## src/rtl/trace_pkg.sv

```systemverilog
// Shared definitions for the trace checker scheduler: FSM states, framing
// characters and checker format codes.
package trace_pkg;

    typedef enum logic [2:0] {
        StIdle,
        StCapture,
        StDrop,
        StClear,
        StPlay,
        StSample
    } state_e;

    localparam logic [7:0] CHAR_CARET = 8'h5e;
    localparam logic [7:0] CHAR_HASH  = 8'h23;
    localparam logic [7:0] CHAR_NUL   = 8'h00;

    localparam logic [1:0] FMT_BAD = 2'b00;
    localparam logic [1:0] FMT_REG = 2'b01;
    localparam logic [1:0] FMT_MEM = 2'b10;

endpackage

```

## src/rtl/trace_record_buffer.sv

```systemverilog
// Record storage: synchronous write, combinational read, one byte per port.
module trace_record_buffer #(
    parameter int unsigned DEPTH = 64
) (
    input  logic                     clk,
    input  logic                     wr_en,
    input  logic [$clog2(DEPTH)-1:0] wr_addr,
    input  logic [7:0]               wr_data,
    input  logic [$clog2(DEPTH)-1:0] rd_addr,
    output logic [7:0]               rd_data
);

    logic [7:0] mem [DEPTH];

    always_ff @(posedge clk) begin
        if (wr_en) begin
            mem[wr_addr] <= wr_data;
        end
    end

    assign rd_data = mem[rd_addr];

endmodule

```

## src/rtl/trace_check_scheduler.sv

```systemverilog
// Shares one trace-format checker between two byte sources: captures a whole
// record, clears the checker, replays the record gap-free and reports the verdict.
module trace_check_scheduler
    import trace_pkg::*;
#(
    parameter int unsigned DEPTH = 64
) (
    input  logic       clk,
    input  logic       reset,
    input  logic [1:0] src_valid,
    input  logic [7:0] src_char0,
    input  logic [7:0] src_char1,
    output logic [1:0] src_ready,
    output logic       chk_reset,
    output logic [7:0] chk_char,
    input  logic [1:0] chk_format_type,
    output logic       res_valid,
    output logic       res_src,
    output logic [1:0] res_type,
    output logic       res_overflow
);

    localparam int unsigned AW = $clog2(DEPTH);
    localparam int unsigned CW = AW + 1;
    localparam logic [CW-1:0] FULL_CNT = CW'(DEPTH);

    state_e        state_q, state_d;
    logic          grant_q, last_q;
    logic [CW-1:0] cnt_q, rd_q, len_q;

    logic       sel_valid;
    logic [7:0] sel_char;
    logic [7:0] rd_data;
    logic       is_hash, full, wr_en, ovf_done, idle_pick;

    assign sel_valid = src_valid[grant_q];
    assign sel_char  = grant_q ? src_char1 : src_char0;
    assign is_hash   = (sel_char == CHAR_HASH);
    assign full      = (cnt_q == FULL_CNT);
    assign wr_en     = (state_q == StCapture) && sel_valid && !full;
    // Overflowed record finishes either on a '#' in DROP or a '#' landing exactly at full.
    assign ovf_done  = sel_valid && is_hash &&
                       ((state_q == StDrop) || ((state_q == StCapture) && full));
    assign idle_pick = (&src_valid) ? ~last_q : src_valid[1];

    trace_record_buffer #(
        .DEPTH(DEPTH)
    ) u_buffer (
        .clk    (clk),
        .wr_en  (wr_en),
        .wr_addr(cnt_q[AW-1:0]),
        .wr_data(sel_char),
        .rd_addr(rd_q[AW-1:0]),
        .rd_data(rd_data)
    );

    always_ff @(posedge clk or posedge reset) begin
        if (reset) begin
            state_q <= StIdle;
        end else begin
            state_q <= state_d;
        end
    end

    always_comb begin
        state_d = state_q;
        unique case (state_q)
            StIdle: begin
                if (|src_valid) state_d = StCapture;
            end
            StCapture: begin
                if (sel_valid) begin
                    if (full) begin
                        state_d = is_hash ? StIdle : StDrop;
                    end else if (is_hash) begin
                        state_d = StClear;
                    end
                end
            end
            StDrop: begin
                if (sel_valid && is_hash) state_d = StIdle;
            end
            StClear:  state_d = StPlay;
            StPlay: begin
                if (rd_q == len_q - 1'b1) state_d = StSample;
            end
            StSample: state_d = StIdle;
            default:  state_d = StIdle;
        endcase
    end

    always_comb begin
        src_ready = 2'b00;
        chk_char  = CHAR_NUL;
        chk_reset = reset;
        unique case (state_q)
            StCapture, StDrop: src_ready[grant_q] = 1'b1;
            StClear:           chk_reset = 1'b1;
            StPlay:            chk_char = rd_data;
            default: ;
        endcase
    end

    always_ff @(posedge clk or posedge reset) begin
        if (reset) begin
            grant_q      <= 1'b0;
            last_q       <= 1'b1;
            cnt_q        <= '0;
            rd_q         <= '0;
            len_q        <= '0;
            res_valid    <= 1'b0;
            res_src      <= 1'b0;
            res_type     <= FMT_BAD;
            res_overflow <= 1'b0;
        end else begin
            res_valid <= 1'b0;
            unique case (state_q)
                StIdle: begin
                    if (|src_valid) begin
                        grant_q <= idle_pick;
                        cnt_q   <= '0;
                    end
                end
                StCapture: begin
                    if (wr_en) begin
                        cnt_q <= cnt_q + 1'b1;
                        if (is_hash) len_q <= cnt_q + 1'b1;
                    end
                end
                StClear: rd_q <= '0;
                StPlay:  rd_q <= rd_q + 1'b1;
                StSample: begin
                    res_valid    <= 1'b1;
                    res_src      <= grant_q;
                    res_type     <= chk_format_type;
                    res_overflow <= 1'b0;
                    last_q       <= grant_q;
                end
                default: ;
            endcase
            if (ovf_done) begin
                res_valid    <= 1'b1;
                res_src      <= grant_q;
                res_type     <= FMT_BAD;
                res_overflow <= 1'b1;
            end
        end
    end

endmodule

```

## config.mk

```make
export PLATFORM = sky130hd
export DESIGN_NAME = trace_check_scheduler
export DESIGN_NICKNAME = d
export VERILOG_FILES = /design/src/rtl/trace_pkg.sv /design/src/rtl/trace_record_buffer.sv /design/src/rtl/trace_check_scheduler.sv
export SDC_FILE = /design/constraint.sdc
export NUM_CORES = 1
export LEC_CHECK = 0
export ABC_AREA = 1
export BUFFER_PORTS_ARGS = -buffer_cell sky130_fd_sc_hd__buf_4
export CORE_MARGIN = 1
export CORE_UTILIZATION = 40
export DETAILED_ROUTE_END_ITERATION = 8
export SLEW_MARGIN = 20
export SYNTH_ARGS = -nofsm -noshare
export SYNTH_HDL_FRONTEND = slang
export SYNTH_HIERARCHICAL = 1
export SYNTH_SLANG_ARGS = --single-unit
```

## constraint.sdc

```tcl
create_clock -name clk -period 3.9 [get_ports clk]
set_input_delay 0.195 -clock clk [delete_from_list [all_inputs] [get_ports clk]]
set_output_delay 0.195 -clock clk [all_outputs]
set_load 0.01 [all_outputs]
```

* Word level (Yosys, flattened, before mapping)
Memory sizes are Yosys's and may differ from the RTL's. Cells that the tools add are included.
Storage, ports and cells: register bits after elaboration 31, bits in writable memories 512, bits of input ports 22, output and inout bits 16, logic and storage cells 81, memories 1
Memory list:
- u_buffer.mem | words 64, width 8, read ports 1, clocked after Yosys merged registers in 0, write ports 1, line trace_record_buffer.sv:13 | logic [7:0] mem [DEPTH];
Cells by class: add/subtract/negate cells 3, $lt $le $gt $ge 2, equality and inequality tests 14, muxes and demuxes 31, bitwise operators 1, reduce and logical (&&, ||, !) cells 19
Operators by type and width (count):
- case mux 7 bit (2 select lines) | 2
- two-way mux 3 bit | 6
- two-way mux 8 bit | 2
- case mux 3 bit (5 select lines) | 1
- adder 7 x 1 -> 7 bit (second input constant) | 2
- two-way mux 7 bit | 2
- two-way mux 1 bit | 13
- == test 8 x 6 -> 1 bit (second input constant) | 1
- two-way mux 2 bit | 4
- inequality test 2 bit (second input constant) | 4
- == test 7 bit | 1
- == test 7 bit (second input constant) | 1
- subtractor 7 x 1 -> 7 bit (second input constant) | 1
- == test 3 x 2 -> 1 bit (second input constant) | 2
- == test 3 bit (second input constant) | 2
- logical AND 1 bit | 6
- AND reduction 3 bit | 2
- nonzero test 2 bit | 3
- AND reduction 5 bit | 1
- AND reduction 2 bit | 2
- OR reduction 2 bit | 2
- == test 3 x 1 -> 1 bit (second input constant) | 1
- zero test 3 bit | 1
- inequality test 3 bit (second input constant) | 1
- 7 further kinds | 7

* Longest topological paths before layout
depth in word-level cells 6, depth in mapped cells 14, depth with buffers taken out 14

* Hierarchy
The synthesis kept the hierarchy.
By module, submodules not included:
- trace_record_buffer | times used 1, cells each 1797, area an instance 21179.1 µm², seq. area each 15374.7 µm²
- trace_check_scheduler | times used 1, cells each 293, area an instance 2031.9 µm², seq. area each 777.0 µm²

* Worst setup path after synthesis
OpenSTA, ideal clock, no wires.
path kind flip-flop to flip-flop, start reg cnt_q[0], end mem u_buffer.mem[48][0] (enable), library setup time 0.395 ns, data arrival time 2.630 ns, required time 3.505 ns, slack 0.875 ns, stages on the path, launching flop included 11, buffers on the path 2, clock period less this slack 3.025 ns, path through dfrtp_1 > inv_1 > ha_1 > nand3_1 > nand2_1 > or2_1 > buf_2 > inv_1 > clkbuf_1 > nand4_1 > nor4_1
On the way: cells in the longest elaborated chain, start to end 5
RTL lines:
- start, declared | line trace_check_scheduler.sv:29 | logic [CW-1:0] cnt_q, rd_q, len_q;
- start signal, assigned | line trace_check_scheduler.sv:126 | cnt_q <= cnt_q + 1'b1;
- == test 7 bit | line trace_check_scheduler.sv:39 | assign full = (cnt_q == FULL_CNT);
- zero test 1 bit | line trace_check_scheduler.sv:40 | assign wr_en = (state_q == StCapture) && sel_valid && !full;
- logical AND 1 bit | line trace_check_scheduler.sv:40
- net wr_en | line trace_check_scheduler.sv:34 | logic is_hash, full, wr_en, ovf_done, idle_pick;
- two-way mux 1 bit | line trace_record_buffer.sv:16 | if (wr_en) begin
- two-way mux 1 bit (implied by the code) | line trace_record_buffer.sv:17 | mem[wr_addr] <= wr_data;
- end, declared | line trace_record_buffer.sv:13
The timed path passes the listed nets, and every way through them passes these cells.

* Final worst setup path
start reg cnt_q[0], end mem u_buffer.mem[23][6] (enable)
Same word-level chain as after synthesis.

==> results.yml <==
logic_synthesis:
  syn_area_mm2: 0.0232
  post_synth_num_cell_types: 36
  synth-edff-count: 512
  synthTopCellsByArea: "edfxtp_1, nand2_1, nand3_1"
  synthFlopType: "edfxtp_1"
  synth_seq_area_share: 0.696
  ys_warn_count: 6
  synth_top_area_frac: 0.662
  yosysMostFrequentCell: "nand2_1"
  synth_cells: 2090
  yosysTopAreaCell: "edfxtp_1"
  syn_nets: 2116
  synth_commonest_cells: "nand2_1, edfxtp_1, nand3_1"
  syn_area_per_cell_um2: 11.1
  synth_seq_cells: 543
  async_reset_ff_frac: 0.0571
timing:
  period_needed_ps: 3740
  maxSlewViolCount: 0
  rsz0062_at_grt: "yes"
  hold_slack_ps: 88.6
  finalSetupViolCount: 0
  timing.slew.headroom: 0.397
  fmax_ghz: 0.267
  finalCritPeriodShare: 0.960
  finalHoldViolations: 0
  fin_skew_ps: 9.11
  tns_ps: 0
  fin_ws_ps: 156
  worstMarginPinSlew_ps: 902
route:
  detail_route.iter0.violations: 1599
  dr.pass1.iters: 8
  antenna_left: 0
  num_vias: 15500
  drc_errors: 0
  wl_per_cell_um: 20.0
  met2WireLength_mm: 27.5
  finalWirelength_mm: 58.9
  wl_met3_mm: 3.71
  via_per_inst: 5.27
  routed.top_layer: "met4"
  wl_met1_mm: 26.1
global_routing:
  grt_first_pass_wirelength_mm: 89.6
  track_usage: 0.199
  grt_pass1_vias: 15100
  overflow: 0
  grt_max_degree: 161
  antenna_found_initial: 1
power:
  vdd_drop_max_mv: 0.539
  p_leak_nw: 9.63
  p_per_area_mw_per_mm2: 642
place:
  dp_slack_ps: 166
  hpwl_mm: 33.7
  gp_congestion: 0.840
  port_buffers: 37
  dpl.cell_count: 2841
clock_tree:
  cts_buffers: 55
  clock_latency_ps: 600
  cts_tree: "built"
  clk_path_buf_depth: 3
  clk_pin_slew_ps: 60
  clockRootBuffer: "clkbuf_16"
  htreeDepth: 2
  cts.sinks: 543
  cts_resized: 0
floorplan:
  core-area_mm2: 0.0568
  initial_core_util: 0.408
  io_pins: 38
  num_rows: 87
  dieArea_mm2: 0.0590
  die_y_um: 243
  fp.dieW_um: 243
setup_path:
  startpoint_type: "register"
  worstReg2RegStart: "cnt_q[0]$_DFFE_PP0P_"
  worst-r2r-cell-count: 8
  worst-path-max-fanout: 13
  reg2reg_setup_slack_ps: 160
  crit_path_start: "cnt_q[0]$_DFFE_PP0P_"
  cp.required_ps: 4130
  r2r-end: "u_buffer/mem[23][6]$_DFFE_PP_"
  critPathKind: "register to register"
  crit_end: "u_buffer/mem[23][6]$_DFFE_PP_"
  worstPathArrival_ps: 3970
  worst_setup_path_end_kind: "register"
cells_and_area:
  nets: 2173
  final_cells: 2946
  areaGrowthSynthToFinish_pct: 12.2
  antenna_cells: 0
  drive_gt1_frac: 0.100
run_status:
  status: "complete, no violations"
job:
  maxCapViolations: 0
min_path:
  worst_hold_path_type: "input port to register"
==> per-layer routing <==
metal,up-vias,global-route usage
met2,490,0.318
met1,7605,0.280
met4,0,0.0610
li1,7342,-
met5,-,0
met3,93,0.0326
==> layout by cell type (no fill, tap or decap), types with 12 or more instances in the layout <==
master / netlist / routed
buf_4: 14 / 106
clkbuf_1: 16 / 17
clkbuf_16: 0 / 55
clkinv_2: 0 / 12
dfrtp_1: 30 / 27
edfxtp_1: 512 / 512
inv_1: 64 / 58
nand2_1: 732 / 731
nand3_1: 462 / 462
nor2_1: 83 / 83
o21ai_0: 14 / 14
==> power breakdown <==
| part | total (mW) | leakage (nW) | internal [mW] | switching, mW |
|---|---|---|---|---|
| Sequential | 7.30 | 5.00 | 7.17 | 0.127 |
| Clock | 5.16 | 0.850 | 2.99 | 2.16 |
| Combinational | 4.27 | 3.78 | 1.04 | 3.23 |
| Total | 16.7 | 9.63 | 11.2 | 5.52 |
==> timing repair <==
item                                    4_1_cts  5_1_grt
endpoints found under the hold margin        34        0
endpoints found under the setup margin        0        5
setup buffers                                 0        0
hold buffers                                  5        0
==> state kept, by name, summed over array words and instances (netlist names) <==
name and flops:
grant_q 1, u_buffer/mem 512, state_q 3, cnt_q 7, last_q 1, len_q 7
res_type 2, res_valid 1, res_src 1, rd_q 7, res_overflow 1
==> how the worst min path moves through the flow <==
stage	from	endpoint	slack, ps	cells past startpoint
global placement	reset	rd_q[5]$_DFFE_PP0P_	320	3
CTS	src_valid[0]	grant_q$_DFFE_PP0P_	60	4
detailed placement	reset	rd_q[6]$_DFFE_PP0P_	320	3
global route	src_valid[0]	grant_q$_DFFE_PP0P_	120	4
finish	src_valid[0]	grant_q$_DFFE_PP0P_	90	4
floorplan	reset	cnt_q[0]$_DFFE_PP0P_	310	1
==> cell families (layout without fill, tap and decap cells) <==
logic type | Yosys count | after routing | share of synthesized area
flip-flops | 543 | 543 | 0.696
AO/OA/AOI/OAI | 34 | 34 | 0.00857
buffers and inverters | 185 | 285 | 0.0479
multiplexers | 1 | 1 | 0.000593
AND/OR/NAND/NOR | 1314 | 1314 | 0.242
adder cells (fa/ha/maj) | 4 | 4 | 0.00216
XOR/XNOR | 9 | 9 | 0.00340
==> cell type report <==
type	instances	area [um2]
clock buffers	76	1500
clock inverters	24	243
fillers	5177	30800
inverters	67	264
multi-input cells	1362	5950
flip-flops and latches	543	16200
well taps	756	946
repair buffers	118	986
==> metrics by stage <==
step	util	power, mW	instance area [um2]
2_1_floorplan	-	10.4	23200
3_3_place_gp	0.427	11.6	24300
3_5_place_dp	0.427	11.7	24300
4_1_cts	0.458	16.8	26000
5_1_grt	0.458	17.5	26000
6_report	0.458	16.7	26000
==> critical path, cell delays in order, from the launching register on <==
cell	delay, ps
dfrtp_1	570
inv_1	140
ha_1	220
nand3_1	140
nand2_1	110
or2_1	330
inv_1	260
nand4_1	750
nor2_1	840
Power figures use the tool's default switching activity.
